## src/rtl/vga_scan_ctrl_if.sv

```systemverilog
// Line-buffer side of the VGA scan controller: pixel request, colour return
// and the per-pixel invalidate that lets the buffer refill.
interface vga_scan_ctrl_if;
    logic [7:0] x_coord;
    logic [7:0] y_coord;
    logic       invalidate;
    logic       empty;
    logic [7:0] rgb;

    modport master (
        output x_coord,
        output y_coord,
        output invalidate,
        input  empty,
        input  rgb
    );

    modport slave (
        input  x_coord,
        input  y_coord,
        input  invalidate,
        output empty,
        output rgb
    );
endinterface

```

## src/rtl/vga_scan_ctrl.sv

```systemverilog
// 640x480@60 raster generator showing a 256x192 line-buffered image at 2x
// scale, centred in a black border; sync and colour leave on the same edge.
module vga_scan_ctrl #(
    parameter int         CLK_DIV         = 4,
    parameter int         H_VISIBLE       = 640,
    parameter int         H_FP            = 16,
    parameter int         H_SYNC          = 96,
    parameter int         H_BP            = 48,
    parameter int         V_VISIBLE       = 480,
    parameter int         V_FP            = 10,
    parameter int         V_SYNC          = 2,
    parameter int         V_BP            = 33,
    parameter int         BORDER_X        = 64,
    parameter int         BORDER_Y        = 48,
    parameter logic [7:0] UNDERFLOW_COLOR = 8'hE0
) (
    input  logic                   clk,
    input  logic                   rst_n,
    vga_scan_ctrl_if.master        lb,
    output logic                   vga_hsync,
    output logic                   vga_vsync,
    output logic [2:0]             vga_red,
    output logic [2:0]             vga_green,
    output logic [1:0]             vga_blue,
    output logic                   underflow
);
    localparam int H_TOTAL = H_VISIBLE + H_FP + H_SYNC + H_BP;
    localparam int V_TOTAL = V_VISIBLE + V_FP + V_SYNC + V_BP;
    localparam int HW      = $clog2(H_TOTAL);
    localparam int VW      = $clog2(V_TOTAL);
    localparam int DW      = $clog2(CLK_DIV);
    localparam int WIN_W   = 512;
    localparam int WIN_H   = 384;

    logic [DW-1:0] div_cnt;
    logic          pix_en;
    logic          load;
    logic [HW-1:0] h_count;
    logic [HW-1:0] h_next;
    logic [VW-1:0] v_count;
    logic [VW-1:0] v_next;
    int            h_off;
    int            v_off;
    int            hn_off;
    int            vn_off;
    logic          active;
    logic          next_active;
    logic          hs_zone;
    logic          vs_zone;
    logic          odd_pair;
    logic [7:0]    pix_color;

    function automatic logic in_window(input int ho, input int vo);
        return (ho >= 0) && (ho < WIN_W) && (vo >= 0) && (vo < WIN_H);
    endfunction

    assign pix_en = (div_cnt == DW'(CLK_DIV - 1));

    // NOTE: every always_comb output gets a default first so no path can
    // leave it unassigned and infer a latch.
    always_comb begin
        h_next = h_count + HW'(1);
        v_next = v_count;
        if (h_count == HW'(H_TOTAL - 1)) begin
            h_next = '0;
            v_next = (v_count == VW'(V_TOTAL - 1)) ? '0 : v_count + VW'(1);
        end
    end

    always_comb begin
        h_off       = int'(h_count) - BORDER_X;
        v_off       = int'(v_count) - BORDER_Y;
        hn_off      = int'(h_next) - BORDER_X;
        vn_off      = int'(v_next) - BORDER_Y;
        active      = in_window(h_off, v_off);
        next_active = in_window(hn_off, vn_off);
        hs_zone     = (int'(h_count) >= H_VISIBLE + H_FP) &&
                      (int'(h_count) <  H_VISIBLE + H_FP + H_SYNC);
        vs_zone     = (int'(v_count) >= V_VISIBLE + V_FP) &&
                      (int'(v_count) <  V_VISIBLE + V_FP + V_SYNC);
        // Second sub-pixel of the second repeat line: the buffer byte is done.
        odd_pair    = h_off[0] & v_off[0];
        pix_color   = 8'h00;
        if (active) begin
            pix_color = lb.empty ? UNDERFLOW_COLOR : lb.rgb;
        end
    end

    // NOTE: sequential state uses non-blocking assignments so every register
    // samples pre-edge values regardless of statement order.
    always_ff @(posedge clk or negedge rst_n) begin
        if (!rst_n) begin
            div_cnt    <= '0;
            h_count    <= '0;
            v_count    <= '0;
            lb.x_coord <= 8'h00;
            lb.y_coord <= 8'h00;
            load       <= 1'b0;
        end else begin
            load <= pix_en;
            if (pix_en) begin
                div_cnt <= '0;
                h_count <= h_next;
                v_count <= v_next;
                // Coordinates follow the counters so rgb is ready on load.
                if (next_active) begin
                    lb.x_coord <= 8'(hn_off >> 1);
                    lb.y_coord <= 8'(vn_off >> 1);
                end
            end else begin
                div_cnt <= div_cnt + DW'(1);
            end
        end
    end

    always_ff @(posedge clk or negedge rst_n) begin
        if (!rst_n) begin
            vga_hsync     <= 1'b1;
            vga_vsync     <= 1'b1;
            vga_red       <= 3'd0;
            vga_green     <= 3'd0;
            vga_blue      <= 2'd0;
            lb.invalidate <= 1'b0;
            underflow     <= 1'b0;
        end else begin
            lb.invalidate <= 1'b0;
            if (load) begin
                vga_hsync                       <= !hs_zone;
                vga_vsync                       <= !vs_zone;
                {vga_red, vga_green, vga_blue}  <= pix_color;
                lb.invalidate                   <= active && odd_pair && !lb.empty;
                if (active && lb.empty) begin
                    underflow <= 1'b1;
                end
            end
        end
    end
endmodule

```

## src/flat_wrapper.sv

```systemverilog
// flat-port wrapper written by rule: the top's interface ports become plain ports
module vga_scan_ctrl_flat 
#(
    parameter int         CLK_DIV         = 4,
    parameter int         H_VISIBLE       = 640,
    parameter int         H_FP            = 16,
    parameter int         H_SYNC          = 96,
    parameter int         H_BP            = 48,
    parameter int         V_VISIBLE       = 480,
    parameter int         V_FP            = 10,
    parameter int         V_SYNC          = 2,
    parameter int         V_BP            = 33,
    parameter int         BORDER_X        = 64,
    parameter int         BORDER_Y        = 48,
    parameter logic [7:0] UNDERFLOW_COLOR = 8'hE0
)
  (clk, rst_n, vga_hsync, vga_vsync, vga_red, vga_green, vga_blue, underflow, lb_x_coord, lb_y_coord, lb_invalidate, lb_empty, lb_rgb);
  vga_scan_ctrl_if lb_i ();
  input  logic clk;
  input  logic rst_n;
  output logic vga_hsync;
  output logic vga_vsync;
  output logic [2:0] vga_red;
  output logic [2:0] vga_green;
  output logic [1:0] vga_blue;
  output logic underflow;
  output wire logic [$bits(lb_i.x_coord)-1:0] lb_x_coord;
  output wire logic [$bits(lb_i.y_coord)-1:0] lb_y_coord;
  output wire logic [$bits(lb_i.invalidate)-1:0] lb_invalidate;
  input wire logic [$bits(lb_i.empty)-1:0] lb_empty;
  input wire logic [$bits(lb_i.rgb)-1:0] lb_rgb;
  assign lb_x_coord = lb_i.x_coord;
  assign lb_y_coord = lb_i.y_coord;
  assign lb_invalidate = lb_i.invalidate;
  assign lb_i.empty = lb_empty;
  assign lb_i.rgb = lb_rgb;
  vga_scan_ctrl #(.CLK_DIV(CLK_DIV), .H_VISIBLE(H_VISIBLE), .H_FP(H_FP), .H_SYNC(H_SYNC), .H_BP(H_BP), .V_VISIBLE(V_VISIBLE), .V_FP(V_FP), .V_SYNC(V_SYNC), .V_BP(V_BP), .BORDER_X(BORDER_X), .BORDER_Y(BORDER_Y), .UNDERFLOW_COLOR(UNDERFLOW_COLOR)) u_core (.clk(clk), .rst_n(rst_n), .lb(lb_i), .vga_hsync(vga_hsync), .vga_vsync(vga_vsync), .vga_red(vga_red), .vga_green(vga_green), .vga_blue(vga_blue), .underflow(underflow));
endmodule
```

## config.mk

```make
export PLATFORM = sky130hd
export DESIGN_NAME = vga_scan_ctrl_flat
export DESIGN_NICKNAME = d
export VERILOG_FILES = /design/src/rtl/vga_scan_ctrl_if.sv /design/src/rtl/vga_scan_ctrl.sv /design/src/flat_wrapper.sv
export SDC_FILE = /design/constraint.sdc
export NUM_CORES = 1
export LEC_CHECK = 0
export CORE_MARGIN = 2
export CORE_UTILIZATION = 40
export DETAILED_ROUTE_END_ITERATION = 10
export GPL_TIMING_DRIVEN = 1
export PLACE_DENSITY = 0.69
export SETUP_SLACK_MARGIN = 0.05
export SLEW_MARGIN = 20
export SYNTH_ARGS = -nofsm -noshare
export SYNTH_HDL_FRONTEND = slang
export SYNTH_SLANG_ARGS = --single-unit
```

## constraint.sdc

```tcl
create_clock -name clk -period 4.1 [get_ports clk]
set_input_delay 1.025 -clock clk [delete_from_list [all_inputs] [get_ports clk]]
set_output_delay 1.025 -clock clk [all_outputs]
set_load 0.05 [all_outputs]
```

### Yosys cells after proc, flatten, opt, wreduce, memory -nomap -nowiden

Index checks and enable logic that the tools add are counted.

| word-level totals | value |
|---|---|
| register bits after elaboration | 51 |
| logic and storage cells | 59 |
| output and inout port bits | 28 |

| cells by class | value |
|---|---|
| mux-type cells | 7 |
| magnitude comparators | 12 |
| equality and inequality tests | 3 |
| reductions and logical operators | 16 |
| bitwise gates (word level) | 1 |
| add/subtract/negate cells | 7 |

Operators by type and width:

| cell | count |
|---|---|
| 32-bit by 1-bit >= comparator with 1-bit output, second input constant | 4 |
| 32-bit by 10-bit less-than comparator with 1-bit output, second input constant | 2 |
| 32-bit by 11-bit less-than comparator with 1-bit output, second input constant | 2 |
| 10-bit two-way mux | 3 |
| 10-bit by 6-bit subtractor with 11-bit output, second input constant | 2 |
| 10-bit by 7-bit subtractor with 11-bit output, second input constant | 2 |
| 10-bit by 1-bit adder with 10-bit output, second input constant | 2 |
| 10-bit equality test, second input constant | 2 |
| 8-bit two-way mux | 2 |
| 1-bit logical AND | 11 |
| 10-bit >= comparator, second input constant | 1 |
| 10-bit by 9-bit >= comparator with 1-bit output, second input constant | 1 |
| 10-bit less-than comparator, second input constant | 1 |
| 10-bit by 9-bit less-than comparator with 1-bit output, second input constant | 1 |
| 2-bit AND reduction | 2 |
| 1-bit logical NOT | 3 |
| 2-bit by 1-bit adder with 2-bit output, second input constant | 1 |
| 2-bit equality test, second input constant | 1 |
| 2-bit two-way mux | 1 |
| 1-bit AND | 1 |
| 1-bit two-way mux | 1 |

### Longest topological paths before layout

Gate-level depths: netlist of the first run.

| logic depth | value |
|---|---|
| depth after elaboration | 8 |
| mapped depth | 14 |
| depth with buffers taken out | 14 |

### Worst setup path after synthesis of the first run

Ideal clock, no wire load.

| timing | value |
|---|---|
| path kind | register to register |
| start point | register u_core.h_count[6] |
| end point | register u_core.lb.x_coord[5] |
| period minus slack after synthesis | 3527 ps |
| required time | 3975 ps |
| buffers on the path | 3 |
| slack | 573 ps |
| arrival | 3402 ps |
| cell stages (with the launch flop) | 15 |
| cell sequence | dfrtp_1 -> buf_6 -> or2_1 -> buf_6 -> nor3_1 -> nand4_1 -> nor3_1 -> a21oi_1 -> inv_1 -> ha_1 -> o2111ai_1 -> mux2_4 -> a221oi_4 -> buf_12 -> mux2_4 |

| between the ends | value |
|---|---|
| elaborated cells on any way between the ends | 14 |

RTL lines:

| what | line | RTL |
|---|---|---|
| start: declaration | vga_scan_ctrl.sv:38 | `logic [HW-1:0] h_count;` |
| start signal: assignment | vga_scan_ctrl.sv:103 | `h_count <= h_next;` |
| 10-bit equality test * | vga_scan_ctrl.sv:64 | `if (h_count == HW'(H_TOTAL - 1)) begin` |
| 10-bit two-way mux * | vga_scan_ctrl.sv:64 |  |
| via u_core.v_next[4] | vga_scan_ctrl.sv:41 | `logic [VW-1:0] v_next;` |
| 10-bit by 6-bit subtractor with 11-bit output * | vga_scan_ctrl.sv:74 | `vn_off = int'(v_next) - BORDER_Y;` |
| 32-bit by 1-bit >= comparator with 1-bit output | vga_scan_ctrl.sv:54 | `return (ho >= 0) && (ho < WIN_W) && (vo >= 0) && (vo < WIN_H);` |
| 1-bit logical AND | vga_scan_ctrl.sv:54 |  |
| 1-bit logical AND * | vga_scan_ctrl.sv:54 |  |
| 2-bit AND reduction (no source line) * | - |  |
| end signal: assignment | vga_scan_ctrl.sv:107 | `lb.x_coord <= 8'(hn_off >> 1);` |
| end: declaration | vga_scan_ctrl_if.sv:11 | `output x_coord,` |

The timed path passes the listed nets; every way through them passes the cells marked *.
A chain may end at the register's enable or synchronous reset.

### Worst setup path in the final report of the first run

| timing | value |
|---|---|
| start point | register u_core.h_count[0] |
| end point | register u_core.lb.x_coord[2] |

The elaborated chain is that of the path after synthesis.

==> impl_metrics.tcl, run 1 <==
set metrics [dict create \
    grt_pass1_vias 2131 \
    syn_nets 310 \
    synth_commonest_cells "49 x dfrtp_1, 28 x nand2_1, 23 x nor2_1, 14 x o21ai_0, 14 x xnor2_1" \
    hold_violations 0 \
    synth.top_cell.area_share_pct 42.22 \
    startpoint_type "register" \
    syn_to_final_growth_pct 18.10 \
    drtIter0Drc 94 \
    core_area_um2 7137 \
    comb_power_share_pct 2.3 \
    period_needed_ns 3.670 \
    final_layout_size_suffix_gt1_share_pct 11.18 \
    max-vdd-ir-drop_v 0.0001240 \
    synth-seq-cells 51 \
    finalSetupViolations 0 \
    rsz0062_at_grt "false" \
    min_path_type "reg2reg" \
    cts_buffers 5 \
    outcome "finished clean" \
    vias_per_cell 5.197 \
    root_buffer "clkbuf_8" \
    die_w_um 89.21 \
    io_pins 39 \
    synth.most_common_cell "dfrtp_1" \
    place_inst 413 \
    regToRegSetupSlack_ns 0.43 \
    critPathMaxStageDelay_ns 0.51 \
    wirelength_um 5857 \
    cellPowerDensity_nw_per_um2 251.5 \
    clk_pin_slew_worst_paths_ns 0.09 \
    hpwlAfterDp_um 4312 \
    first_pass_iters 4 \
    cts-hold-fix-buffers 0 \
    worstPathRequired_ns 4.29 \
    max_slew_margin_pct 40.22 \
    grt_antenna_before_repair 0 \
    synth_ff_type "dfrtp_1" \
    drv_cap 0 \
    p_sw_share_pct 19.58 \
    routabilityCongestion 0.8627 \
    fin_crit_sh_pct 89.51 \
    die-area_um2 7958 \
    synth_area_um2 2904 \
    cp.arrival_ns 3.86 \
    nets 340 \
    drc_errors 0 \
    yosysSeqAreaShare_pct 44.03 \
    crit_chain "ha_1, nand3_1, or3_1, nor3_1, xor2_1, ha_1, o2111ai_1, mux2_4, a221oi_4, buf_4, mux2_2" \
    crit_start "u_core.h_count[0]" \
    n_antenna_cell 0 \
    grt_pass1_wl_um 10100 \
    cts_setup_buffers 0 \
    clock_tree.buffer_depth 2 \
    intPower_uw 693.7 \
    clk_latency_ns 0.30 \
    synth_area_leader_cell "dfrtp_1" \
    drv_slew 0 \
    instances_no_fill 421 \
    r2r-end "u_core.lb.x_coord[2]" \
    p_leak_uw 0.001424 \
    final_antenna_net_count 0 \
    cts_resized 0 \
    sequentialPowerShare_pct 58.3 \
    overflow 0 \
    async_reset_ff_share_pct 100.0 \
    power_frac_clock_pct 39.5 \
    netSwitchingPower_uw 168.9 \
    critPathMaxFanout 10 \
    critPathSlowestCell "or3_1" \
    yosysUniqueCellTypes 62 \
    tightestPinTransition_ns 0.8898 \
    cpMostUsedCell "ha_1" \
    syn_avg_cell_area_um2 9.980 \
    start_util_pct 40.69 \
    finClkSkew_ns 0.009333 \
    via_count 2188 \
    io_buffers 38 \
    cts_max_level 2 \
    rr_startpoint "u_core.h_count[0]" \
    grt_max_degree 52 \
    cts_tree "yes" \
    cts.sinks 51 \
    wl_per_cell_um 13.91 \
    synth_edf_count 0 \
    endpoint "u_core.lb.x_coord[2]" \
    fp.dieH_um 89.21 \
    syn_inst 291 \
    setup_tns_ns 0 \
    grt_use_total_pct 16.16 \
    crit_type "reg2reg" \
    reg2reg_depth 11 \
    yosysWarnings 0 \
    cp-end-kind "register" \
    synthTopCellsByArea "dfrtp_1 42%, mux2_4 4.7%, xnor2_1 4.2%, nand2_1 3.6%, ha_1 3.4%" \
    fmax_mhz 272.5 \
    num_rows 31 \
]
-- cell families after synthesis --
logic type               synth area share (%)
AO/OA/AOI/OAI                           14.61
flip-flops                              44.03
AND/OR/NAND/NOR                         18.35
buffers and inverters                   5.558
multiplexers                            7.712
XOR/XNOR                                6.291
adder cells (fa/ha/maj)                 3.447
-- metrics by stage --
stage	total power (uW)	utilization, %	worst slack (ns)	cell area (um2)	hold WS (ns)
final	862.6	48.05	0.4302	3430	0.4319
after global routing	898.1	48.05	0.1775	3430	0.4548
after CTS	876.1	48.02	0.4309	3427	0.4347
after detailed placement	532.9	46.53	0.4589	3321	0.4211
after global placement	532.6	46.53	0.6198	3321	0.4140
after floorplan	513.4	-	0.5729	2904	0.4031
-- flip-flops by register name, indices dropped and copies added (netlist names) --
| register | cells |
|---|---|
| u_core.lb.y_coord | 8 |
| u_core.v_count | 10 |
| u_core.vga_green | 3 |
| u_core.vga_hsync | 1 |
| u_core.vga_blue | 2 |
| u_core.div_cnt | 2 |
| u_core.vga_red | 3 |
| u_core.h_count | 10 |
| u_core.underflow | 1 |
| u_core.vga_vsync | 1 |
| u_core.load | 1 |
| u_core.lb.invalidate | 1 |
| u_core.lb.x_coord | 8 |
-- routing by layer --
metal | wire length, um | vias up | track usage, %
met3 | 201 | 4 | 3.509
met4 | 39 | 0 | 3.935
met1 | 2760 | 1059 | 21.07
met2 | 2855 | 38 | 27.47
li1 | - | 1087 | -
met5 | 0 | - | 0
-- power by group through the flow --
stage               logic, uW  registers (uW)  clock network [uW]
global route             22.5             503                 373
finish                   19.5             503                 341
global placement         20.1             513                   0
detailed placement       20.3             513                   0
floorplan               0.710             513                   0
CTS                      20.3             503                 353
-- layout make-up --
type                       count  area [um2]
inverter                      11       41.29
tap                           99       123.9
sequential                    51        1279
clock buffer                   7       76.32
clock inverter                 1       30.03
multi-input combinational    209        1464
timing repair buffer          43       415.4
fill                         675        3707
-- worst min path at each step --
stage	endpoint	slack (ns)	from	depth (start not counted)
floorplan	u_core.div_cnt[0]	0.40	u_core.div_cnt[0]	1
global placement	u_core.div_cnt[0]	0.41	u_core.div_cnt[0]	1
detailed placement	u_core.div_cnt[0]	0.42	u_core.div_cnt[0]	1
CTS	u_core.div_cnt[0]	0.43	u_core.div_cnt[0]	1
global route	u_core.div_cnt[0]	0.45	u_core.div_cnt[0]	1
finish	u_core.div_cnt[0]	0.43	u_core.div_cnt[0]	1
-- cell usage in the layout, fill, tap and decap left out, types with 3 or more instances in the layout --
cell,Yosys,layout
inv_1,11,11
or3_1,3,3
nor4_1,3,3
a22o_1,5,5
mux2_2,6,6
buf_4,1,6
xnor2_1,14,14
mux2_4,9,9
ha_1,8,8
and3_1,5,5
a21oi_1,11,11
nand2_1,28,28
nor2_1,23,23
nand4_1,8,8
dfrtp_1,49,49
clkdlybuf4s50_1,0,37
o31ai_1,5,5
clkbuf_8,0,5
o21ai_0,14,14
nor3_1,10,10
or4_1,3,3
xor2_1,5,5
nand3_1,6,6
-- worst max-delay path, delay by kind of cell (launching register included) --
family	cells	cell delay, ns
muxes	2	0.65
and+or+nand+nor	3	1.08
AOI/OAI and AO/OA	2	0.41
DFF	1	0.41
adders and majority gates	2	0.51
buffers and inverters	1	0.27
xor gates and xnor gates	1	0.23
Power figures use the tool's default switching activity.
==> run 2: changes to the inputs <==
SKIP_LAST_GASP = 1   (was not set)
==> results of run 2 <==
The final DEF is identical to that of run 1; final timing and power are the same.
==> run 3: changes to the inputs <==
HOLD_SLACK_MARGIN = 0.03   (was not set)
==> results of run 3 <==
The final DEF is identical to that of run 1; final timing and power are the same.
